`src/rtl/yags_pkg.sv`:
```
`default_nettype none
// ============================================================================
// Module  : yags_pkg
// Brief   : Shared YAGS types: 2-bit counter states, saturating update, FSM.
// Revision: 1.0 - initial release
// ============================================================================
package yags_pkg;

  typedef logic [1:0] counter_t;

  localparam counter_t strongly_not_taken_state = 2'd0;
  localparam counter_t weakly_not_taken_state   = 2'd1;
  localparam counter_t weakly_taken_state       = 2'd2;
  localparam counter_t strongly_taken_state     = 2'd3;

  typedef enum logic [0:0] {
    INIT  = 1'b0,
    READY = 1'b1
  } pht_state_e;

  function automatic counter_t sat_update(input counter_t cnt, input logic taken);
    counter_t nxt;
    nxt = cnt;
    if (taken) begin
      if (cnt != strongly_taken_state) nxt = cnt + 2'd1;
    end else begin
      if (cnt != strongly_not_taken_state) nxt = cnt - 2'd1;
    end
    return nxt;
  endfunction

endpackage
`default_nettype wire

```
`src/rtl/yags_choice_pht_if.sv`:
```
`default_nettype none
// ============================================================================
// Module  : yags_choice_pht_if
// Brief   : Fetch/EX signal bundle between the pipeline and the choice PHT.
// Revision: 1.0 - initial release
// ============================================================================
interface yags_choice_pht_if #(
  parameter int PC_size  = 10,
  parameter int GHR_size = 10
);
  logic [PC_size-1:0]  Current_PC;
  logic                branch;
  logic                final_prediction;
  logic [PC_size-1:0]  PC_from_branch_comp;
  logic                branch_signal;
  logic                actual_prediction;
  logic                PHT_prediction_EX;
  logic                final_prediction_EX;
  logic                cache_hit_EX;
  logic                cache_prediction_EX;
  logic [GHR_size-1:0] GHR_EX;
  logic                PHT_prediction;
  logic [GHR_size-1:0] GHR;
  logic                init_busy;

  modport master (
    output Current_PC, branch, final_prediction, PC_from_branch_comp,
           branch_signal, actual_prediction, PHT_prediction_EX,
           final_prediction_EX, cache_hit_EX, cache_prediction_EX, GHR_EX,
    input  PHT_prediction, GHR, init_busy
  );

  modport slave (
    input  Current_PC, branch, final_prediction, PC_from_branch_comp,
           branch_signal, actual_prediction, PHT_prediction_EX,
           final_prediction_EX, cache_hit_EX, cache_prediction_EX, GHR_EX,
    output PHT_prediction, GHR, init_busy
  );
endinterface
`default_nettype wire

```
`src/rtl/yags_choice_pht_ghr_reg.sv`:
```
`default_nettype none
// ============================================================================
// Module  : ghr_reg
// Brief   : Speculative global history; EX repair beats the Fetch shift.
// Revision: 1.0 - initial release
// ============================================================================
module ghr_reg #(
  parameter int GHR_size = 10
) (
  input  wire logic                clk,
  input  wire logic                rst,
  input  wire logic                en,
  input  wire logic                mispredict,
  input  wire logic [GHR_size-1:0] ghr_ex,
  input  wire logic                actual,
  input  wire logic                fetch_valid,
  input  wire logic                fetch_bit,
  output logic      [GHR_size-1:0] ghr
);

  logic [GHR_size-1:0] ghr_q;
  logic [GHR_size-1:0] ghr_d;

  always_comb begin
    ghr_d = ghr_q;
    if (en) begin
      if (mispredict) begin
        ghr_d = {ghr_ex[GHR_size-2:0], actual};
      end else if (fetch_valid) begin
        ghr_d = {ghr_q[GHR_size-2:0], fetch_bit};
      end
    end
  end

  always_ff @(posedge clk or posedge rst) begin
    if (rst) begin
      ghr_q <= '0;
    end else begin
      ghr_q <= ghr_d;
    end
  end

  assign ghr = ghr_q;

endmodule
`default_nettype wire

```
`src/rtl/yags_choice_pht.sv`:
```
`default_nettype none
// ============================================================================
// Module  : yags_choice_pht
// Brief   : YAGS choice PHT (2-bit counters, init sweep) plus speculative GHR.
//           Optional macro CHOICE_PHT_GSHARE_EN xors history into the indices.
// Revision: 1.0 - initial release
// ============================================================================
module yags_choice_pht
  import yags_pkg::*;
#(
  parameter int PC_size  = 10,
  parameter int GHR_size = 10
) (
  input wire logic          clk,
  input wire logic          rst,
  yags_choice_pht_if.slave  bus
);

  localparam int ENTRIES = 2 ** PC_size;

  pht_state_e         state_q, state_d;
  logic [PC_size-1:0] sweep_q, sweep_d;
  counter_t           pht_q [ENTRIES];

  logic [PC_size-1:0] rd_idx;
  logic [PC_size-1:0] upd_idx;
  logic [PC_size-1:0] wr_idx;
  counter_t           wr_data;
  logic               wr_en;
  logic               ready;
  logic               upd_en;
  logic               mispredict;
  logic               cache_saved;
  logic [GHR_size-1:0] ghr_w;

  assign ready = (state_q == READY);

`ifdef CHOICE_PHT_GSHARE_EN
  logic [PC_size-1:0] ghr_ext;
  logic [PC_size-1:0] ghr_ex_ext;

  always_comb begin
    ghr_ext                   = '0;
    ghr_ex_ext                = '0;
    ghr_ext[GHR_size-1:0]     = ghr_w;
    ghr_ex_ext[GHR_size-1:0]  = bus.GHR_EX;
  end

  assign rd_idx  = bus.Current_PC ^ ghr_ext;
  assign upd_idx = bus.PC_from_branch_comp ^ ghr_ex_ext;
`else
  assign rd_idx  = bus.Current_PC;
  assign upd_idx = bus.PC_from_branch_comp;
`endif

  // The choice counter is left alone when it was wrong but the direction cache covered it.
  assign cache_saved = (bus.PHT_prediction_EX != bus.actual_prediction) && bus.cache_hit_EX &&
                       (bus.cache_prediction_EX == bus.actual_prediction);
  assign upd_en      = ready && bus.branch_signal && !cache_saved;
  assign mispredict  = bus.branch_signal && (bus.final_prediction_EX != bus.actual_prediction);

  always_comb begin
    state_d = state_q;
    sweep_d = sweep_q;
    wr_en   = 1'b0;
    wr_idx  = upd_idx;
    wr_data = weakly_not_taken_state;
    case (state_q)
      INIT: begin
        wr_en   = 1'b1;
        wr_idx  = sweep_q;
        sweep_d = sweep_q + 1'b1;
        if (sweep_q == '1) state_d = READY;
      end
      READY: begin
        if (upd_en) begin
          wr_en   = 1'b1;
          wr_data = sat_update(pht_q[upd_idx], bus.actual_prediction);
        end
      end
      default: state_d = INIT;
    endcase
  end

  always_ff @(posedge clk or posedge rst) begin
    if (rst) begin
      state_q <= INIT;
      sweep_q <= '0;
    end else begin
      state_q <= state_d;
      sweep_q <= sweep_d;
    end
  end

  // Table storage has no reset; the INIT sweep establishes its contents.
  always_ff @(posedge clk) begin
    if (wr_en) pht_q[wr_idx] <= wr_data;
  end

  ghr_reg #(
    .GHR_size (GHR_size)
  ) u_ghr_reg (
    .clk         (clk),
    .rst         (rst),
    .en          (ready),
    .mispredict  (mispredict),
    .ghr_ex      (bus.GHR_EX),
    .actual      (bus.actual_prediction),
    .fetch_valid (bus.branch),
    .fetch_bit   (bus.final_prediction),
    .ghr         (ghr_w)
  );

  assign bus.PHT_prediction = bus.branch && ready && pht_q[rd_idx][1];
  assign bus.GHR            = ghr_w;
  assign bus.init_busy      = !ready;

endmodule
`default_nettype wire

```
`src/flat_wrapper.sv`:
```
// flat-port wrapper written by rule: the top's interface ports become plain ports
module yags_choice_pht_flat import yags_pkg::*;
#(
  parameter int PC_size  = 10,
  parameter int GHR_size = 10
)
  (clk, rst, bus_Current_PC, bus_branch, bus_final_prediction, bus_PC_from_branch_comp, bus_branch_signal, bus_actual_prediction, bus_PHT_prediction_EX, bus_final_prediction_EX, bus_cache_hit_EX, bus_cache_prediction_EX, bus_GHR_EX, bus_PHT_prediction, bus_GHR, bus_init_busy);
  yags_choice_pht_if #(.PC_size(PC_size), .GHR_size(GHR_size)) bus_i ();
  input wire logic clk;
  input wire logic rst;
  input wire logic [$bits(bus_i.Current_PC)-1:0] bus_Current_PC;
  input wire logic [$bits(bus_i.branch)-1:0] bus_branch;
  input wire logic [$bits(bus_i.final_prediction)-1:0] bus_final_prediction;
  input wire logic [$bits(bus_i.PC_from_branch_comp)-1:0] bus_PC_from_branch_comp;
  input wire logic [$bits(bus_i.branch_signal)-1:0] bus_branch_signal;
  input wire logic [$bits(bus_i.actual_prediction)-1:0] bus_actual_prediction;
  input wire logic [$bits(bus_i.PHT_prediction_EX)-1:0] bus_PHT_prediction_EX;
  input wire logic [$bits(bus_i.final_prediction_EX)-1:0] bus_final_prediction_EX;
  input wire logic [$bits(bus_i.cache_hit_EX)-1:0] bus_cache_hit_EX;
  input wire logic [$bits(bus_i.cache_prediction_EX)-1:0] bus_cache_prediction_EX;
  input wire logic [$bits(bus_i.GHR_EX)-1:0] bus_GHR_EX;
  output wire logic [$bits(bus_i.PHT_prediction)-1:0] bus_PHT_prediction;
  output wire logic [$bits(bus_i.GHR)-1:0] bus_GHR;
  output wire logic [$bits(bus_i.init_busy)-1:0] bus_init_busy;
  assign bus_i.Current_PC = bus_Current_PC;
  assign bus_i.branch = bus_branch;
  assign bus_i.final_prediction = bus_final_prediction;
  assign bus_i.PC_from_branch_comp = bus_PC_from_branch_comp;
  assign bus_i.branch_signal = bus_branch_signal;
  assign bus_i.actual_prediction = bus_actual_prediction;
  assign bus_i.PHT_prediction_EX = bus_PHT_prediction_EX;
  assign bus_i.final_prediction_EX = bus_final_prediction_EX;
  assign bus_i.cache_hit_EX = bus_cache_hit_EX;
  assign bus_i.cache_prediction_EX = bus_cache_prediction_EX;
  assign bus_i.GHR_EX = bus_GHR_EX;
  assign bus_PHT_prediction = bus_i.PHT_prediction;
  assign bus_GHR = bus_i.GHR;
  assign bus_init_busy = bus_i.init_busy;
  yags_choice_pht #(.PC_size(PC_size), .GHR_size(GHR_size)) u_core (.clk(clk), .rst(rst), .bus(bus_i));
endmodule
```
`config.mk`:
```
export PLATFORM = sky130hd
export DESIGN_NAME = yags_choice_pht_flat
export DESIGN_NICKNAME = d
export VERILOG_FILES = /design/src/rtl/yags_pkg.sv /design/src/rtl/yags_choice_pht_if.sv /design/src/rtl/yags_choice_pht_ghr_reg.sv /design/src/rtl/yags_choice_pht.sv /design/src/flat_wrapper.sv
export SDC_FILE = /design/constraint.sdc
export NUM_CORES = 2
export LEC_CHECK = 0
export CAP_MARGIN = 15
export CORE_ASPECT_RATIO = 1.5
export CORE_UTILIZATION = 25
export DETAILED_ROUTE_END_ITERATION = 8
export PLACE_DENSITY = 0.46
export SLEW_MARGIN = 20
export SYNTH_ARGS = -nofsm -noshare
export SYNTH_HDL_FRONTEND = slang
export SYNTH_SLANG_ARGS = --single-unit
```
`constraint.sdc`:
```
create_clock -name clk -period 48.2 [get_ports clk]
set_input_delay 7.23 -clock clk [delete_from_list [all_inputs] [get_ports clk]]
set_output_delay 7.23 -clock clk [all_outputs]
set_load 0.005 [all_outputs]
```
==> metrics.txt <==
number of flip-flops in the largest register 2048; most frequent cell after synthesis edfxtp_1; Vias around 54000; outcome finished, final reports clean; CTS tree done; Post-route DRC 0; Yosys Warn Count 0; WP data required 40.97 ns; drt total wl ~340000 microns; FP Rows between 200 and 300; H-tree depth 4; crit end category output pin; CORE AREA roughly 0.37 sq mm; syn nets roughly 5500; die height about 750 microns; Leak Pwr approximately 30 nW; maximum vdd ir drop ~31 uV; I/O Buffers 50; die width about 500 microns; RSZ-0062 raised after global routing no; clock-pin slew on the worst setup and hold paths ~0.060 ns; Post-Syn Area ~0.09 sq mm; Crit Path Max Fanout 86; Setup Fix Bufs, Post-CTS 0; ratio of final minimum period to clock period 42.5%; register share of total power between 50% and 60%; ANT nets after route 0; gr ovfl total 0; CP top delay family multiplexers; Yosys top cell area share ~66%; Tot Pwr 3.67 mW; MaxCap Viol Count 0; synth cell count leaders edfxtp_1 (2048), nor2_1 (1076), mux4_2 (777), clkbuf_1 (336), mux2i_1 (204); Yosys reg bits between 2000 and 2500; Clk pwr share between 40% and 50%; switching share of total power 22.2%; total CTS buffers 198; CTS max path bufs 4; Setup CP Type input port to output pin; sequential area share after synthesis 67.0%; slew of the pin with the lowest slew margin 1.18 ns; Area Growth Syn to Fin 13.7%; layout cells sized above 1 a little under a quarter; crit path buf inv count 4; critical path arrival 13.25 ns; post-cts hold buffer count 0; post-synthesis cell count about 5400; Final TNS setup 0 ns; Final Hold Vio Count 0; crit start category input port; Mean Syn Cell Area roughly 17 sq um; drt first pass iters 7; Psw a little over 800 uW; I/O Pins 52; vias in the first global route ~57000; synth unique cells 67; # setup viols final 0; Hold WC Path Type flop to flop; Power Density ~35 mW/mm^2; CP Cell Sequence buf_8 > buf_12 > buf_4 > mux4_2 > mux4_2 > mux4_2 > mux4_2 > mux4_2 > and3_1 > clkdlybuf4s50_1; number of synthesized flops with an enable pin 2048; routability cong. 0.824; crit path max-delay cell type buf_4; Top cell by count, worst path mux4_2; # clock sinks slightly above 2000; minimum clock period approximately 20 ns; Max-slew headroom a little over a fifth; crit-path max cell delay around 0.85 ns; CTS root buf clkbuf_16; pin count of the biggest net entering global routing 231; max-slew violations 0; Resize count post-CTS 0; Die Area roughly 0.37 sq mm; leading post-synthesis cells by cell area edfxtp_1 (66%), mux4_2 (19%), nor2_1 (4.4%); asr flop ratio synth 1.01%; nets@finish approximately 5400; Synth area leader edfxtp_1; Via density 5.20; ys flop type edfxtp_1; Int Power around 2.9 mW; initial antenna violation count 20; Worst Hold Slack around 0.51 ns; first-pass GRT wire length between 400000 and 500000 microns; 1st-iter DRT viols around 5400; gr usage total between 15 and 20%; wire per inst about 33 microns; Initial Util 25.1%; Clock Latency Late Sink 0.90 ns; clock skew 0.0563 ns; Gate power share under 10%; hpwl dp around 210000 microns; Max Freq about 0.049 GHz
==> stage by stage <==
stage          worst slack [ns]  cell area, sq um  instances  util [%]
3_3_place_gp              27.62             98900       9972      26.8
5_1_grt                   27.51            105000      10327      28.5
2_1_floorplan              5.40             92500       5425         -
6_report                  27.72            105000      10343      28.6
4_1_cts                   27.61            105000      10321      28.5
3_5_place_dp              27.62             98900       9972      26.8
==> power groups by stage <==
| stage | logic (mW) | registers [mW] | clock network (mW) |
|---|---|---|---|
| final | 0.156 | 1.95 | 1.57 |
| after global routing | 0.161 | 1.95 | 1.65 |
| after CTS | 0.158 | 1.95 | 1.59 |
| after detailed placement | 0.158 | 1.99 | 0 |
| after global placement | 0.158 | 1.99 | 0 |
| after floorplan | 0.0876 | 1.99 | 0 |
==> cell families after synthesis <==
kind of cell | after synthesis | synth area share (%)
adder cells (fa/ha/maj) | 1 | 0.0135
AND/OR/NAND/NOR | 1438 | 6.25
multiplexers | 1007 | 21.4
AO/OA/AOI/OAI | 407 | 3.03
flip-flops | 2069 | 67.0
buffers and inverters | 493 | 2.14
XOR/XNOR | 10 | 0.0946
==> cell usage in the layout (no fill, tap or decap), types with 44 or more instances in the layout <==
| cell type | Yosys | final |
|---|---|---|
| edfxtp_1 | 2048 | 2048 |
| mux2i_1 | 204 | 204 |
| clkbuf_16 | 0 | 201 |
| mux4_2 | 777 | 777 |
| o221ai_1 | 63 | 63 |
| nor2_1 | 1076 | 1072 |
| o22ai_1 | 65 | 65 |
| a21oi_1 | 91 | 90 |
| nor3_1 | 44 | 44 |
| buf_4 | 5 | 159 |
| a22oi_1 | 58 | 58 |
| nand2_1 | 159 | 144 |
==> metal layers <==
layer	routed length (microns)	GRT usage (%)	part of all wire, %	vias up
met5	44	0	0.013	-
met4	20100	9.97	6.0	6
met3	19600	2.51	5.8	591
met2	176000	31.7	52	2080
met1	122000	20.4	36	29378
li1	-	-	-	21678
==> worst register-to-register path: stages (launching register included) <==
cell and delay, ns:
edfxtp_1 0.35, mux2i_1 0.08, o221ai_1 0.29, a21oi_1 0.12, nor3_1 0.76, o32ai_1 0.35, o31a_1 0.50, a222oi_1 0.60
o21ai_1 0.22, a21oi_4 0.81, buf_4 0.78, buf_4 0.94, buf_4 0.99
==> final cells by class <==
class,count,area [sq um]
inverter,11,48.8
multi-input combinational,2863,29000
fill,36479,263000
clock buffer,241,5220
antenna,21,52.6
clock inverter,108,983
timing repair buffer,218,1880
sequential,2069,62000
tap,4812,6020
==> path summary, 6_finish.rpt <==
kind                                           start                 endpoint  slack [ns]  cells past startpoint
worst max-delay path               bus_Current_PC[0]       bus_PHT_prediction       27.72                     10
worst min-delay path               u_core.sweep_q[2]        u_core.sweep_q[2]        0.51                      1
worst max register to register  u_core.pht_q[278][1]     u_core.pht_q[353][0]       40.94                     12
worst min register to register     u_core.sweep_q[2]        u_core.sweep_q[2]        0.51                      1
max in group asynchronous                        rst             u_core.ready       40.95                      2
min in group asynchronous                        rst  u_core.u_ghr_reg.ghr[1]        6.76                      2
Note: power is estimated with default switching activity, not from simulation.
